File: config.mk
export PLATFORM = sky130hd
export DESIGN_NAME = fetch_prefetch_queue
export DESIGN_NICKNAME = d
export VERILOG_FILES = /design/src/rtl/fetch_prefetch_queue.sv
export SDC_FILE = /design/constraint.sdc
export NUM_CORES = 1
export LEC_CHECK = 0
export ABC_AREA = 0
export BUFFER_PORTS_ARGS = -buffer_cell sky130_fd_sc_hd__buf_2
export CAP_MARGIN = 0
export CORE_MARGIN = 4
export CORE_UTILIZATION = 45
export CTS_CLUSTER_SIZE = 28
export DETAILED_ROUTE_END_ITERATION = 10
export GPL_TIMING_DRIVEN = 0
export HOLD_SLACK_MARGIN = 0.06
export PLACE_DENSITY = 0.66
export SLEW_MARGIN = 10
export SYNTH_ARGS = -nofsm -noshare
export SYNTH_HDL_FRONTEND = slang
export SYNTH_SLANG_ARGS = --single-unit
File: constraint.sdc
create_clock -name i_clk -period 5 [get_ports i_clk]
set_input_delay 1 -clock i_clk [delete_from_list [all_inputs] [get_ports i_clk]]
set_output_delay 1 -clock i_clk [all_outputs]
set_load 0.005 [all_outputs]
File: src/rtl/fetch_prefetch_queue.sv
// Instruction-fetch front end: sequential PC generation, fixed 1-cycle imem reads,
// and a DEPTH-entry prefetch FIFO feeding decode with valid/ready.
module fetch_prefetch_queue #(
    parameter int                 ADDR_W   = 64,
    parameter int                 INSTR_W  = 32,
    parameter int                 DEPTH    = 4,
    parameter logic [ADDR_W-1:0]  RESET_PC = '0
) (
    input  logic               i_clk,
    input  logic               i_rst,
    output logic               o_imem_req,
    output logic [ADDR_W-1:0]  o_imem_addr,
    input  logic [INSTR_W-1:0] i_imem_rdata,
    input  logic               i_redirect,
    input  logic [ADDR_W-1:0]  i_redirect_pc,
    output logic               o_out_valid,
    input  logic               i_out_ready,
    output logic [INSTR_W-1:0] o_out_instr,
    output logic [ADDR_W-1:0]  o_out_pc,
    output logic [ADDR_W-1:0]  o_out_pc_plus4,
    output logic               o_misalign_err
);

    localparam int PTR_W = $clog2(DEPTH);
    localparam int CNT_W = PTR_W + 1;

    logic [ADDR_W-1:0]  r_fetch_pc;
    logic [ADDR_W-1:0]  r_issued_pc;
    logic               r_inflight;
    logic               r_kill;
    logic               r_misalign;
    logic [CNT_W-1:0]   r_count;
    logic [PTR_W-1:0]   r_wr_ptr;
    logic [PTR_W-1:0]   r_rd_ptr;
    logic [INSTR_W-1:0] r_q_instr [DEPTH];
    logic [ADDR_W-1:0]  r_q_pc    [DEPTH];

    logic [CNT_W-1:0]   w_occupancy;
    logic               w_issue;
    logic               w_resp;
    logic               w_out_valid;
    logic               w_deq;

    // Slots already promised: buffered words plus the read still in flight.
    always_comb begin
        w_occupancy = r_count + {{PTR_W{1'b0}}, r_inflight};
        w_issue     = !i_rst && !i_redirect && (w_occupancy < CNT_W'(DEPTH));
        w_resp      = r_inflight && !r_kill && !i_redirect;
        w_out_valid = !i_rst && (r_count != '0);
        w_deq       = w_out_valid && i_out_ready;
    end

    assign o_imem_req     = w_issue;
    assign o_imem_addr    = r_fetch_pc;
    assign o_out_valid    = w_out_valid;
    assign o_out_instr    = r_q_instr[r_rd_ptr];
    assign o_out_pc       = r_q_pc[r_rd_ptr];
    assign o_out_pc_plus4 = r_q_pc[r_rd_ptr] + ADDR_W'(4);
    assign o_misalign_err = r_misalign && !i_rst;

    always_ff @(posedge i_clk) begin
        if (i_rst) begin
            r_fetch_pc  <= RESET_PC;
            r_issued_pc <= RESET_PC;
            r_inflight  <= 1'b0;
            r_kill      <= 1'b0;
            r_misalign  <= 1'b0;
            r_count     <= '0;
            r_wr_ptr    <= '0;
            r_rd_ptr    <= '0;
        end else if (i_redirect) begin
            r_fetch_pc  <= {i_redirect_pc[ADDR_W-1:2], 2'b00};
            r_inflight  <= 1'b0;
            r_kill      <= r_inflight;
            r_misalign  <= |i_redirect_pc[1:0];
            r_count     <= '0;
            r_wr_ptr    <= '0;
            r_rd_ptr    <= '0;
        end else begin
            r_inflight <= w_issue;
            r_kill     <= 1'b0;
            r_misalign <= 1'b0;
            if (w_issue) begin
                r_fetch_pc  <= r_fetch_pc + ADDR_W'(4);
                r_issued_pc <= r_fetch_pc;
            end
            if (w_resp) begin
                r_wr_ptr <= r_wr_ptr + PTR_W'(1);
            end
            if (w_deq) begin
                r_rd_ptr <= r_rd_ptr + PTR_W'(1);
            end
            case ({w_resp, w_deq})
                2'b10:   r_count <= r_count + CNT_W'(1);
                2'b01:   r_count <= r_count - CNT_W'(1);
                default: r_count <= r_count;
            endcase
        end
    end

    // Storage needs no reset; entries are only visible once count covers them.
    always_ff @(posedge i_clk) begin
        if (!i_rst && w_resp) begin
            r_q_instr[r_wr_ptr] <= i_imem_rdata;
            r_q_pc[r_wr_ptr]    <= r_issued_pc;
        end
    end

endmodule

==> metrics.txt <==
share of post-route cells with drive strength above 1=0.288; hold path cells=2; gpl congestion=between 0.9 and 1; Final Worst Setup Slack=approximately 0.16 ns; CP Launch Type=flop; Clock power frac=0.452; CP Buf/Inv Count=4; ys async rst share=0; die width=between 200 and 250 um; largest net degree at the start of global routing=52; core box area=around 0.047 mm^2; critical path class=flop to primary output; CTS tree=yes; Post-Synth Simple-Gate Area=0.137; YS warnings=0; Die H=approximately 230 um; xor/xnor share of the synthesized area=0.0409; Top Ports=between 300 and 400; most frequent cells in the layout=376 x edfxtp_1, 329 x buf_2, 204 x nand2_1, 136 x dfxtp_1, 115 x nand3_1; fill count=roughly 3.8k; origin of the worst min-delay path=r_issued_pc[17]; fin cells=between 2k and 3k; Inst Count DP=2463; # setup viols final=0; Hold Slack=roughly 0.5 ns; Gate Count Post-Synth=between 1.5k and 2k; Power Internal=~7.3 mW; vias=~15k; Worst EP arrival=~3.8 ns; Initial Util=0.458; Seq cells post-synth=just over 500; root buffer cell=clkbuf_16; syn_area_per_cell=about 14 um^2; post-synthesis compound-gate area fraction=0.0354; pre-CTS WS=-0.0469 ns; Vias/cell=5.69; worst r2r src=o_imem_addr[27]; multi-input logic area=around 0.0069 mm^2; switching part of the total power=0.206; Reg2Reg Setup Slack=between 1.5 and 2 ns; All-Layer GR Usage=0.227; fmax=between 200 and 250 MHz; CP max FO=10; largest family of logic cells by synthesized area=simple AND/OR/NAND/NOR gates; top_reg_cell synth=edfxtp_1; status=finished, final reports clean; register cell area after layout=roughly 0.014 mm^2; Max Transition Viols Final=0; RSZ-0062 raised after global routing=false; Flop pwr share=0.511; mux cell area share after synthesis=0.101; Gate power share=0.037; Syn Std Cell Area=~0.021 mm^2; critical path required time=around 4.0 ns; Routed Antenna Nets=0; worst hold path class=flop to flop; total grt overflow=0; first-pass GRT wire length=between 80 and 90 mm; vias in the first global route=roughly 14k; sequential share of the synthesized area=0.655; Num CTS Buffers=just over 50; Post-Route WL=a little under 60 mm; final layout net count=2022; count of input and output buffers=318; DRT Pass-1 Iters=6; most common cell after layout, fill and taps aside=edfxtp_1; Final HPWL DP=43.1 mm; Max IR drop VDD=between 0.3 and 0.4 mV; r2r worst-path depth=7; Rows=a little under 80; CP dominant cell by count=buf_2; initial antenna violation count=1; clk sinks=around 510; residual DRC count=0; latest clock arrival within the worst-skew pair=0.59 ns; Worst slew margin=0.307; Worst Tran Pin Value=between 1 and 1.5 ns; Leakage=just under 10 nW; Adder-Cell Fraction of Synth Area=0.00503; Setup crit end kind=primary output; Pwr Density=356 mW/mm^2; diodes inserted=0; Final period util=0.968; Clock Pin Slew Worst Setup and Hold Paths=about 0.060 ns; Switch Pwr=approximately 1.9 mW; MaxCap Viol Count=0; CP max stage delay=roughly 0.52 ns; Clock Skews=around 0.015 ns; Crit-path slowest cell=nor3_4; hold_buf cts=0; area grow syn2layout=20.9%; final hold vios=0; distinct cell type count after synthesis=63; post-DR wirelength/cell=approximately 23 um; H-tree depth=2; hold endpoint=r_issued_pc[17]; Worst R2R End=o_imem_addr[53]; Post-synth EDFFs=376; CTS max path bufs=3; die footprint=0.0511 mm^2; top cell family by delay on the critical path=simple AND/OR/NAND/NOR gates; fin crit period=4.84 ns; drt initial violations=about 1.5k; crit path cell chain=buf_2 > buf_4 > clkbuf_4 > mux4_2 > nand3_1 > nor3_4 > nand4_2 > nor4_2 > xor2_1 > buf_2
## worst max-delay path by stage
stage	slack, ns	end	depth (start not counted)
final	0.16	o_out_pc_plus4[59]	10
after detailed placement	-0.05	o_out_pc_plus4[44]	12
after global placement	-1.34	r_q_instr[0][1]	3
after CTS	0.02	o_out_pc_plus4[59]	10
after floorplan	0.90	r_q_instr[0][0]	3
after global routing	0.02	o_out_pc_plus4[54]	13
## flip-flops by register name, indices dropped and copies added (netlist names), named ones only
register and flops:
r_q_pc 248, r_q_instr 128, o_imem_addr 62, r_issued_pc 62
r_count 3, r_rd_ptr 2, r_wr_ptr 2, r_inflight 1
r_kill 1, r_misalign 1
## timing repair
action | CTS | global route
gates resized for setup | 4 | 4
setup buffers | 5 | 1
endpoints found under the setup margin | 24 | 18
pin swaps | 4 | 1
## metal layers
layer / share of wire / vias up / track usage
li1: - / 6613 / -
met5: 0.00022 / - / 0
met2: 0.46 / 672 / 0.355
met3: 0.077 / 110 / 0.0443
met4: 0.032 / 2 / 0.0717
met1: 0.43 / 7194 / 0.325
## through the flow
step | util | setup TNS, ns | area (um^2) | total power [mW]
4_1_cts | 0.553 | 0 | 25900 | 9.29
3_3_place_gp | 0.508 | -489.35 | 23800 | 5.13
6_report | 0.554 | 0 | 25900 | 9.22
5_1_grt | 0.554 | 0 | 25900 | 9.52
3_5_place_dp | 0.512 | -0.0532 | 23900 | 5.14
2_1_floorplan | - | 0 | 21400 | 4.93
## power by group through the flow
| stage | Combinational, mW | Sequential [mW] | Clock (mW) |
|---|---|---|---|
| after global placement | 0.331 | 4.80 | 0 |
| final | 0.341 | 4.71 | 4.17 |
| after floorplan | 0.168 | 4.76 | 0 |
| after detailed placement | 0.340 | 4.80 | 0 |
| after global routing | 0.376 | 4.72 | 4.43 |
| after CTS | 0.342 | 4.71 | 4.24 |
## cells in the mapped netlist, types with 9 or more instances
| cell | instances | area share |
|---|---|---|
| o21ai_0 | 21 | 0.0049 |
| nor4_1 | 21 | 0.0061 |
| nor3_1 | 35 | 0.0082 |
| buf_2 | 12 | 0.0028 |
| a21oi_1 | 58 | 0.014 |
| and4_1 | 11 | 0.0045 |
| a211oi_1 | 11 | 0.0039 |
| buf_1 | 13 | 0.0023 |
| and3_1 | 28 | 0.0082 |
| dfxtp_1 | 136 | 0.13 |
| nand2_1 | 204 | 0.036 |
| buf_4 | 9 | 0.0032 |
| nand3_1 | 115 | 0.027 |
| nand4_1 | 42 | 0.012 |
| xnor2_1 | 67 | 0.027 |
| clkbuf_1 | 48 | 0.0084 |
| mux4_2 | 94 | 0.099 |
| inv_1 | 20 | 0.0035 |
| edfxtp_1 | 376 | 0.53 |
| nor2_1 | 58 | 0.010 |
| xor2_1 | 33 | 0.014 |
| and2_1 | 12 | 0.0035 |
## cell type report
class,count,share of cell area
plain buffers,88,0.0176
clock buffers,64,0.0532
clock inverters,31,0.0181
inverters,21,0.00305
multi-input cells,911,0.268
flip-flops and latches,512,0.541
well taps,607,0.0293
repair buffers,329,0.0690
## cell families (layout without fill, tap and decap cells)
family | Yosys count | count (layout)
flops | 512 | 512
buf+inv | 110 | 533
simple gates | 573 | 573
xor+xnor | 100 | 100
other cells | 1 | 6
mux | 99 | 99
fa+ha+maj | 8 | 8
compound gates | 125 | 125
## tightest hold or removal path, cell delays in order (launching register included)
cell     delay, ns
dfxtp_1       0.34
nand3_1       0.07
nand2_1       0.05
(Power assumes the default switching activity.)
